--- src/rtl/spi_pkg.sv ---
// Shared definitions for the multi-word SPI frame sequencer: FSM encoding,
// default word width and the word-slice offset helper.
package spi_pkg;

  localparam int unsigned WORD_W_DEF = 32;

  typedef enum logic [2:0] {
    S_IDLE = 3'd0,
    S_LOAD = 3'd1,
    S_REQ  = 3'd2,
    S_XFER = 3'd3,
    S_NEXT = 3'd4,
    S_GAP  = 3'd5
  } nspi_state_e;

  // Bit offset of word idx inside the frame; MSW-first walks from the top slice down.
  function automatic int unsigned f_word_off(
    input int unsigned idx,
    input int unsigned n_words,
    input bit          msw_first,
    input int unsigned word_w
  );
    int unsigned pos;
    if (msw_first) begin
      pos = n_words - 32'd1 - idx;
    end else begin
      pos = idx;
    end
    return pos * word_w;
  endfunction

endpackage

--- src/rtl/m_nspi_wdog.sv ---
// Loadable down-counter shared by the inter-word gap and the handshake timeout.
// expired_o flags the last counted cycle of a nonzero load.
module m_nspi_wdog #(
  parameter int unsigned CNT_W = 16
) (
  input  logic             clk_i,
  input  logic             rst_ni,
  input  logic             load_i,
  input  logic [CNT_W-1:0] value_i,
  input  logic             enable_i,
  output logic             expired_o
);

  logic [CNT_W-1:0] cnt_q;
  logic [CNT_W-1:0] cnt_d;

  // load wins over counting; the count parks at zero
  always_comb begin
    cnt_d = cnt_q;
    if (load_i) begin
      cnt_d = value_i;
    end else if (enable_i && (cnt_q != {CNT_W{1'b0}})) begin
      cnt_d = cnt_q - CNT_W'(1);
    end else begin
      cnt_d = cnt_q;
    end
  end

  // counter register
  always_ff @(posedge clk_i or negedge rst_ni) begin
    if (!rst_ni) begin
      cnt_q <= {CNT_W{1'b0}};
    end else begin
      cnt_q <= cnt_d;
    end
  end

  assign expired_o = (cnt_q == CNT_W'(1));

endmodule

--- src/rtl/m_nspi_frame.sv ---
// Multi-word SPI frame sequencer: splits a frame into words for m_spi_control
// through a start/busy handshake and reassembles the returned words.
module m_nspi_frame
  import spi_pkg::*;
#(
  parameter int unsigned WORD_W    = WORD_W_DEF,
  parameter int unsigned N_WORDS   = 2,
  parameter bit          MSW_FIRST = 1'b0,
  parameter int unsigned GAP_W     = 8,
  parameter int unsigned TMO_W     = 16
) (
  input  logic                      I_CLK,
  input  logic                      I_RESETN,
  input  logic                      start,
  input  logic                      abort,
  input  logic [GAP_W-1:0]          gap_cfg,
  input  logic [TMO_W-1:0]          tmo_cfg,
  input  logic [WORD_W*N_WORDS-1:0] tx_frame,
  output logic [WORD_W*N_WORDS-1:0] rx_frame,
  output logic                      busy,
  output logic                      done,
  output logic                      err,
  output logic                      word_send,
  output logic [WORD_W-1:0]         word_tx,
  input  logic [WORD_W-1:0]         word_rx,
  input  logic                      word_busy
);

  localparam int unsigned FRAME_W = WORD_W * N_WORDS;
  localparam int unsigned IDX_W   = (N_WORDS > 1) ? $clog2(N_WORDS) : 1;
  localparam int unsigned OFF_W   = (FRAME_W > 1) ? $clog2(FRAME_W) : 1;
  localparam int unsigned CNT_W   = (GAP_W > TMO_W) ? GAP_W : TMO_W;
  localparam logic [IDX_W-1:0] LAST_IDX = IDX_W'(N_WORDS - 1);

  nspi_state_e        state_q, state_d, nxt_s;
  logic [IDX_W-1:0]   idx_q, idx_d;
  logic [FRAME_W-1:0] tx_sh_q, tx_sh_d;
  logic [FRAME_W-1:0] rx_sh_q, rx_sh_d;
  logic [GAP_W-1:0]   gap_q, gap_d;
  logic [TMO_W-1:0]   tmo_q, tmo_d;
  logic [FRAME_W-1:0] rx_frame_q, rx_frame_d;
  logic               busy_q, busy_d;
  logic               done_q, done_d;
  logic               err_q, err_d;
  logic               send_q, send_d;
  logic [WORD_W-1:0]  word_tx_q, word_tx_d;

  logic               is_last_s, accept_s, tmo_hit_s, fail_s;
  logic               wd_load_s, wd_en_s, wd_exp_s;
  logic [CNT_W-1:0]   wd_val_s;
  logic [OFF_W-1:0]   off_s;

  // The done cycle is treated as part of the frame, so a start there is refused.
  assign accept_s  = (state_q == S_IDLE) && start && !done_q;
  assign is_last_s = (idx_q == LAST_IDX);
  assign off_s     = OFF_W'(f_word_off(32'(idx_q), N_WORDS, MSW_FIRST, WORD_W));
  assign tmo_hit_s = ((state_q == S_REQ) || (state_q == S_XFER)) &&
                     (tmo_q != {TMO_W{1'b0}}) && wd_exp_s;
  assign fail_s    = (state_q != S_IDLE) && (abort || tmo_hit_s);

  assign wd_load_s = (state_q == S_LOAD) ||
                     ((state_q == S_REQ) && word_busy) ||
                     ((state_q == S_NEXT) && !is_last_s && (gap_q != {GAP_W{1'b0}}));
  assign wd_val_s  = (state_q == S_NEXT) ? CNT_W'(gap_q) : CNT_W'(tmo_q);
  assign wd_en_s   = (state_q == S_REQ) || (state_q == S_XFER) || (state_q == S_GAP);

  m_nspi_wdog #(
    .CNT_W (CNT_W)
  ) u_wdog (
    .clk_i     (I_CLK),
    .rst_ni    (I_RESETN),
    .load_i    (wd_load_s),
    .value_i   (wd_val_s),
    .enable_i  (wd_en_s),
    .expired_o (wd_exp_s)
  );

  // next-state logic; abort/timeout override every other transition
  always_comb begin
    nxt_s = state_q;
    case (state_q)
      S_IDLE: if (accept_s) nxt_s = S_LOAD; else nxt_s = S_IDLE;
      S_LOAD: nxt_s = S_REQ;
      S_REQ:  if (word_busy) nxt_s = S_XFER; else nxt_s = S_REQ;
      S_XFER: if (!word_busy) nxt_s = S_NEXT; else nxt_s = S_XFER;
      S_NEXT: begin
        if (is_last_s) begin
          nxt_s = S_IDLE;
        end else if (gap_q != {GAP_W{1'b0}}) begin
          nxt_s = S_GAP;
        end else begin
          nxt_s = S_LOAD;
        end
      end
      S_GAP:  if (wd_exp_s) nxt_s = S_LOAD; else nxt_s = S_GAP;
      default: nxt_s = S_IDLE;
    endcase
    if (fail_s) begin
      state_d = S_IDLE;
    end else begin
      state_d = nxt_s;
    end
  end

  // outputs and datapath next values
  always_comb begin
    idx_d      = idx_q;
    tx_sh_d    = tx_sh_q;
    rx_sh_d    = rx_sh_q;
    gap_d      = gap_q;
    tmo_d      = tmo_q;
    rx_frame_d = rx_frame_q;
    err_d      = err_q;
    word_tx_d  = word_tx_q;
    done_d     = 1'b0;
    busy_d     = (state_d != S_IDLE);
    send_d     = (state_d == S_REQ);
    if (accept_s) begin
      tx_sh_d = tx_frame;
      gap_d   = gap_cfg;
      tmo_d   = tmo_cfg;
      rx_sh_d = {FRAME_W{1'b0}};
      err_d   = 1'b0;
      idx_d   = {IDX_W{1'b0}};
    end else if (fail_s) begin
      err_d = 1'b1;
    end else begin
      case (state_q)
        S_LOAD: word_tx_d = tx_sh_q[off_s +: WORD_W];
        S_XFER: begin
          if (!word_busy) begin
            rx_sh_d[off_s +: WORD_W] = word_rx;
          end else begin
            rx_sh_d = rx_sh_q;
          end
        end
        S_NEXT: begin
          if (is_last_s) begin
            rx_frame_d = rx_sh_q;
            done_d     = 1'b1;
          end else begin
            idx_d = idx_q + IDX_W'(1);
          end
        end
        default: idx_d = idx_q;
      endcase
    end
  end

  // state and register bank
  always_ff @(posedge I_CLK or negedge I_RESETN) begin
    if (!I_RESETN) begin
      state_q    <= S_IDLE;
      idx_q      <= {IDX_W{1'b0}};
      tx_sh_q    <= {FRAME_W{1'b0}};
      rx_sh_q    <= {FRAME_W{1'b0}};
      gap_q      <= {GAP_W{1'b0}};
      tmo_q      <= {TMO_W{1'b0}};
      rx_frame_q <= {FRAME_W{1'b0}};
      busy_q     <= 1'b0;
      done_q     <= 1'b0;
      err_q      <= 1'b0;
      send_q     <= 1'b0;
      word_tx_q  <= {WORD_W{1'b0}};
    end else begin
      state_q    <= state_d;
      idx_q      <= idx_d;
      tx_sh_q    <= tx_sh_d;
      rx_sh_q    <= rx_sh_d;
      gap_q      <= gap_d;
      tmo_q      <= tmo_d;
      rx_frame_q <= rx_frame_d;
      busy_q     <= busy_d;
      done_q     <= done_d;
      err_q      <= err_d;
      send_q     <= send_d;
      word_tx_q  <= word_tx_d;
    end
  end

  assign rx_frame  = rx_frame_q;
  assign busy      = busy_q;
  assign done      = done_q;
  assign err       = err_q;
  assign word_send = send_q;
  assign word_tx   = word_tx_q;

endmodule
--- config.mk ---
export PLATFORM = sky130hd
export DESIGN_NAME = m_nspi_frame
export DESIGN_NICKNAME = d
export VERILOG_FILES = /design/src/rtl/spi_pkg.sv /design/src/rtl/m_nspi_wdog.sv /design/src/rtl/m_nspi_frame.sv
export SDC_FILE = /design/constraint.sdc
export NUM_CORES = 1
export LEC_CHECK = 0
export ABC_CLOCK_PERIOD_IN_PS = 4400
export CAP_MARGIN = 20
export CORE_ASPECT_RATIO = 1.2
export CORE_MARGIN = 4
export CORE_UTILIZATION = 40
export CTS_CLUSTER_DIAMETER = 150
export DETAILED_ROUTE_END_ITERATION = 10
export GPL_ROUTABILITY_DRIVEN = 0
export GPL_TIMING_DRIVEN = 0
export HOLD_SLACK_MARGIN = 0.08
export SLEW_MARGIN = 15
export SYNTH_ARGS = -nofsm -noshare
export SYNTH_HDL_FRONTEND = slang
export SYNTH_HIERARCHICAL = 1
export SYNTH_SLANG_ARGS = --single-unit
--- constraint.sdc ---
create_clock -name I_CLK -period 4.4 [get_ports I_CLK]
set_input_delay 1.1 -clock I_CLK [delete_from_list [all_inputs] [get_ports I_CLK]]
set_output_delay 1.1 -clock I_CLK [all_outputs]
set_load 0.005 [all_outputs]
* After elaboration in Yosys (flattened, before gate mapping)
Cells that the tools add are included.
** Word-level totals
- Output and inout port bits :: 100
- Word-level logic and storage cells :: 86
- Input port bits :: 125
- Flip-flop bits (word level) :: 272
** Operators by class
- Muxes and demuxes :: 26
- Shift-type cells :: 3
- Reductions and logical operators :: 30
- Add/subtract/negate cells :: 3
- Eq/ne operators :: 9
- Bitwise gates (word level) :: 2
** Operators by type and width (number)
- 64-bit two-way mux :: 4
- 64-bit bitwise mux :: 1
- 32-bit by 8-bit variable shift with 64-bit output (first input constant) :: 1
- 32-bit by 8-bit variable part select with 64-bit output :: 1
- 64-bit by 7-bit variable part select with 32-bit output :: 1
- 16-bit two-way mux :: 3
- 16-bit nonzero test :: 2
- 3-bit one-hot mux with 6 select lines :: 1
- 16-bit by 1-bit equality test with 1-bit output (second input constant) :: 1
- 16-bit by 1-bit subtractor with 16-bit output (second input constant) :: 1
- 3-bit two-way mux :: 5
- 1-bit two-way mux :: 12
- 3-bit by 2-bit equality test with 1-bit output (second input constant) :: 3
- 1-bit logical AND :: 9
- 6-bit negation with 8-bit output :: 1
- 2-bit nonzero test :: 4
- 8-bit nonzero test :: 1
- 3-bit equality test (second input constant) :: 2
- 3-bit AND reduction :: 2
- 3-bit nonzero test :: 2
- 1-bit logical OR :: 5
- 4-bit AND reduction :: 1
- 3-bit by 1-bit equality test with 1-bit output (second input constant) :: 1
- 3-bit zero test :: 1
- 6 further kinds :: 8

* Longest topological paths before layout
- Word-level depth :: 8
- Mapped depth :: 10
- Gate-level depth less buffers :: 7

* By module
Netlist, hierarchy kept.
** Modules (own cells, without submodules)
- m_nspi_frame :: cells each 697, times used 1, seq. area each 6406.1 um2, area each 9957.0 um2
- m_nspi_wdog :: cells each 120, times used 1, seq. area each 400.4 um2, area each 1121.1 um2

* Worst setup path after synthesis
No wires, ideal clock.
- Kind :: in2reg
- Start point :: input word_busy
- End point :: register rx_sh_q[10]
- Data required time :: 4.279 ns
- Setup time :: 0.121 ns
- Cell stages on the path :: 5
- Slack :: 1.866 ns
- Arrival time :: 2.413 ns
- Path through :: and3b_1 -> or3b_1 -> a221o_1 -> buf_6 -> a22o_1
** On the way
- Word-level cells in the longest chain between the ends :: 2
** Ends and longest elaborated chain
- start, declared :: line m_nspi_frame.sv:26 : input logic word_busy
- 2-bit by 1-bit != test with 1-bit output (no source line)
- 3-bit AND reduction (no source line)
- end signal, assigned :: line m_nspi_frame.sv:156 : rx_sh_q <= {FRAME_W{1'b0}};
- end signal, assigned :: line m_nspi_frame.sv:169 : rx_sh_q <= rx_sh_d;
- end, declared :: line m_nspi_frame.sv:38 : logic [FRAME_W-1:0] rx_sh_q, rx_sh_d;
No other way between the ends.
A chain may end at the register's enable or synchronous reset.

* Worst setup path after layout
- Start point :: register state_q[2]
- End point :: register u_wdog.cnt_q[14]
** On the way
- Word-level cells in the longest chain between the ends :: 5
** Ends and longest elaborated chain
- start, declared :: line m_nspi_frame.sv:35 : nspi_state_e state_q, state_d, nxt_s;
- start signal, assigned :: line m_nspi_frame.sv:166 : state_q <= state_d;
- 3-bit by 2-bit equality test with 1-bit output or 3-bit equality test (tied branches) :: line m_nspi_frame.sv:62, m_nspi_frame.sv:63
- 1-bit logical AND (on tied branches) :: line m_nspi_frame.sv:62, m_nspi_frame.sv:63
- 1-bit logical OR or 1-bit logical AND (tied branches) :: line m_nspi_frame.sv:61, m_nspi_frame.sv:63
- 1-bit logical OR (*) :: line m_nspi_frame.sv:62 : ((state_q == S_REQ) && word_busy) ||
- via wd_load_s :: line m_nspi_frame.sv:49 : logic wd_load_s, wd_en_s, wd_exp_s;
- 16-bit two-way mux or 2-bit nonzero test (tied branches)
- end signal, assigned :: line m_nspi_wdog.sv:32 : cnt_q <= {CNT_W{1'b0}};
- end signal, assigned :: line m_nspi_wdog.sv:34 : cnt_q <= cnt_d;
- end, declared :: line m_nspi_wdog.sv:14 : logic [CNT_W-1:0] cnt_q;
The timed path passes the listed nets; every way through them passes the cells marked *.

==> run summary <==
======================================================================================
Inserted Diodes                                                                      0
Routed vias                                                                       7477
Ys async rst share                                                                100%
Most used cell along the critical path                                        clkbuf_1
Synth Area per Inst                                                           13.6 um2
Number of pins with negative max-slew slack in the final report                      0
Switch share                                                                     30.7%
Post-synthesis cell type with the largest combined area                        dfrtp_1
DP Area                                                                      13800 um2
Clock slew at the register clock pins of the worst setup and hold paths        0.06 ns
Vias per cell                                                                     5.21
Sw Pwr                                                                         2.70 mW
Num rows                                                                            66
Portion of synthesized cell area occupied by the leading cell type               61.4%
Sequential share of power                                                        42.0%
Hold-critical path endpoint                                                        err
Worst reg2reg path startpoint                                               state_q[2]
Placed wire-length estimate after detailed placement                          19400 um
Setup slack after layout                                                       1.34 ns
Final count of hold timing violations                                                0
First-pass iteration count of the detailed router                                    4
CP top delay family                                                       buffers and inverters
Period Utilization, post-route                                                   69.5%
Inserted Clock Buffers                                                              29
Cell area after synthesis                                                    11100 um2
Clock power share                                                                27.7%
Resized Gates After CTS                                                              0
EDFF count, synth                                                                    0
Share of final-layout standard cells stronger than drive strength 1              20.9%
CP Capture Type                                                               register
P_int                                                                          6.09 mW
Worst hold path startpoint                                                         err
CP arrival                                                                     3.50 ns
Post-detailed-route wirelength per cell                                        18.9 um
GRT Resource Usage Total                                                         17.8%
Area contributors post-synth                                              dfrtp_1, mux2_2, a22o_1, mux2i_1, a21oi_1
Routed wire length                                                            27200 um
Antenna violations before repair                                                     2
Worst r2r dst                                                             u_wdog/cnt_q[14]
Remaining design rule violation count                                                0
WS Path Type                                                              register to register
Area grow syn2layout                                                             33.2%
Synthesized instance count                                                         817
Initial core utilization                                                         40.8%
Max-cap violations                                                                   0
Number of buffers on the longest clock path                                          3
Gr ovfl total                                                                        0
Minimum clock period after layout                                              3.06 ns
Worst-margin pin slew                                                         0.793 ns
Power per standard cell area                                                595 nW/um2
Nets in the synthesized netlist                                                    944
Fin cells                                                                         1435
Fin util                                                                         54.3%
Final nets                                                                        1201
Total placed cells including tap cells                                            1383
Vertical die dimension                                                          190 um
Proportion of synthesized chip area in sequential cells                          61.4%
Clock Sink Count                                                                   272
Worst hold path class                                                     register to register
Ys Warns                                                                             6
FF-to-FF setup slack                                                           1.34 ns
RSZ-0062 raised after global routing                                                no
Yosys cell types                                                                    56
Worst Clk Skew                                                               0.0123 ns
Drt initial violations                                                             339
I/O pin total                                                                      225
Peak supply drop                                                              0.349 mV
Latest clock arrival within the worst-skew pair                                0.54 ns
Highest clock rate                                                             327 MHz
Post-route standard cell area excluding fillers                              14800 um2
CTS tree                                                                           yes
Number of global-route vias before repair                                         7951
Series of cell instances along the critical path                          buf_2 -> clkbuf_1 -> nand2_1 -> a211o_1 -> o21ai_0 -> clkbuf_1 -> clkbuf_1 -> clkbuf_1 -> nand2_1 -> o211ai_1
Worst slack at placement                                                       1.02 ns
CP max stage cell                                                             clkbuf_1
Count of buffering cells on the critical path with inverters included                5
Wire length of the first global-routing pass                                  44400 um
DIE AREA                                                                     30400 um2
Port bufs                                                                          224
Worst Path Required                                                            4.85 ns
Worst max-slew margin expressed relative to the limit                            47.1%
Number of stages on the worst hold path                                              2
Horizontal extent of the die                                                    160 um
Crit Path Max Fanout                                                                10
Worst setup SP type                                                           register
Pin count of the biggest net entering global routing                               104
Core Box Area                                                                27200 um2
Part of the power in combinational logic                                         30.3%
H-tree levels                                                                        1
Standby leakage power                                                          6.44 nW
CP max stage delay                                                             0.43 ns
Yosys reg bits                                                                     272
Number of antenna-violating nets in the routed design                                0
Most used flip-flop cell after synthesis                                       dfrtp_1
Status                                                                    complete, no violations
Count of buffers added by post-CTS timing repair for setup                           0
# setup viols final                                                                  0
Cells on worst reg2reg path                                                         10
CTS Hold Bufs                                                                        0
Clock root buffer                                                            clkbuf_16
======================================================================================
[flip-flops by register name, indices dropped and copies added (netlist names)]
signal / flops
rx_frame: 64
tx_sh_q: 64
gap_q: 8
word_send: 1
rx_sh_q: 64
u_wdog/cnt_q: 16
word_tx: 32
err: 1
tmo_q: 16
busy: 1
idx_q: 1
done: 1
state_q: 3
[stage by stage]
stage          power (mW)  hold slack [ns]  setup TNS [ns]
4_1_cts              8.91            0.493               0
3_5_place_dp         6.43            0.479               0
5_1_grt              9.37            0.507               0
2_1_floorplan        5.36            0.462               0
3_3_place_gp         6.39            0.473        -2644.33
6_report             8.79            0.488               0
[routing by layer]
| metal | global-route usage, % | up-vias | share of wire [%] | routed length [um] |
|---|---|---|---|---|
| met5 | 0 | - | 0.096 | 26 |
| met4 | 4.10 | 4 | 1.8 | 498 |
| met3 | 6.42 | 49 | 9.1 | 2460 |
| met2 | 29.3 | 228 | 47 | 12700 |
| met1 | 22.7 | 3695 | 42 | 11500 |
| li1 | - | 3501 | - | - |
[cell usage in the layout (no fill, tap or decap), drive strengths merged, types with 6 or more instances in the layout]
cell,n
dfrtp,272
clkdlybuf4s50,223
mux2,152
clkbuf,71
a22o,65
nor2,44
nand2,42
a21oi,36
mux2i,32
buf,24
nor4,12
and2,11
o21ai,10
inv,10
or4,8
nor3,6
[cell families after synthesis]
group,after synthesis,share of synthesized area (%)
AOI/OAI and AO/OA,151,10.2
xor gates and xnor gates,1,0.0791
adders and majority gates,2,0.226
buffers and inverters,59,2.60
DFF,272,61.4
muxes,184,18.3
and+or+nand+nor,148,7.09
[how the worst max path moves through the flow]
stage | from | cells past startpoint | endpoint
floorplan | word_busy | 5 | rx_sh_q[10]
global placement | I_RESETN | 1 | tx_sh_q[9]
detailed placement | word_busy | 8 | u_wdog/cnt_q[14]
CTS | state_q[2] | 10 | u_wdog/cnt_q[14]
global route | state_q[2] | 10 | u_wdog/cnt_q[14]
finish | state_q[2] | 10 | u_wdog/cnt_q[14]
[synthesized netlist by cell type, drive strengths merged (2+ instances only)]
library cell	count
clkbuf	29
o41ai	3
nand3b	2
o21a	2
o21ai	10
inv	9
and4	2
nand3	5
a221o	2
nand4	4
ha	2
nand2	42
a22o	65
or4	8
nor3	6
mux2i	32
nor2	44
o211ai	5
nor2b	3
a211o	2
a22oi	2
a211oi	2
nor4	12
buf	21
nor3b	3
and2	11
mux2	152
a21oi	36
a31o	2
o31ai	4
a31oi	5
a311oi	3
dfrtp	272
[area by class of cell]
class | count | area (um2)
Buffer | 50 | 254
Clock buffer | 42 | 815
Clock inverter | 10 | 138
Fill cell | 2368 | 12400
Inverter | 9 | 33.8
Multi-Input combinational cell | 486 | 3980
Sequential cell | 272 | 6810
Tap cell | 340 | 425
Timing Repair Buffer | 226 | 2300
[power by group through the flow]
stage          combinational (mW)  sequential (mW)  clock, mW
6_report                     2.66             3.69       2.43
5_1_grt                      2.97             3.79       2.61
4_1_cts                      2.72             3.69       2.50
3_5_place_dp                 2.71             3.72          0
3_3_place_gp                 2.66             3.72          0
2_1_floorplan                1.74             3.62          0
[tightest hold or removal path: cells and delay by family, from the launching register on]
kind | cells | cell delay (ns)
flip-flops | 1 | 0.34
AO/OA/AOI/OAI | 1 | 0.06
AND/OR/NAND/NOR | 1 | 0.05
Note: power is estimated with default switching activity, not from simulation.
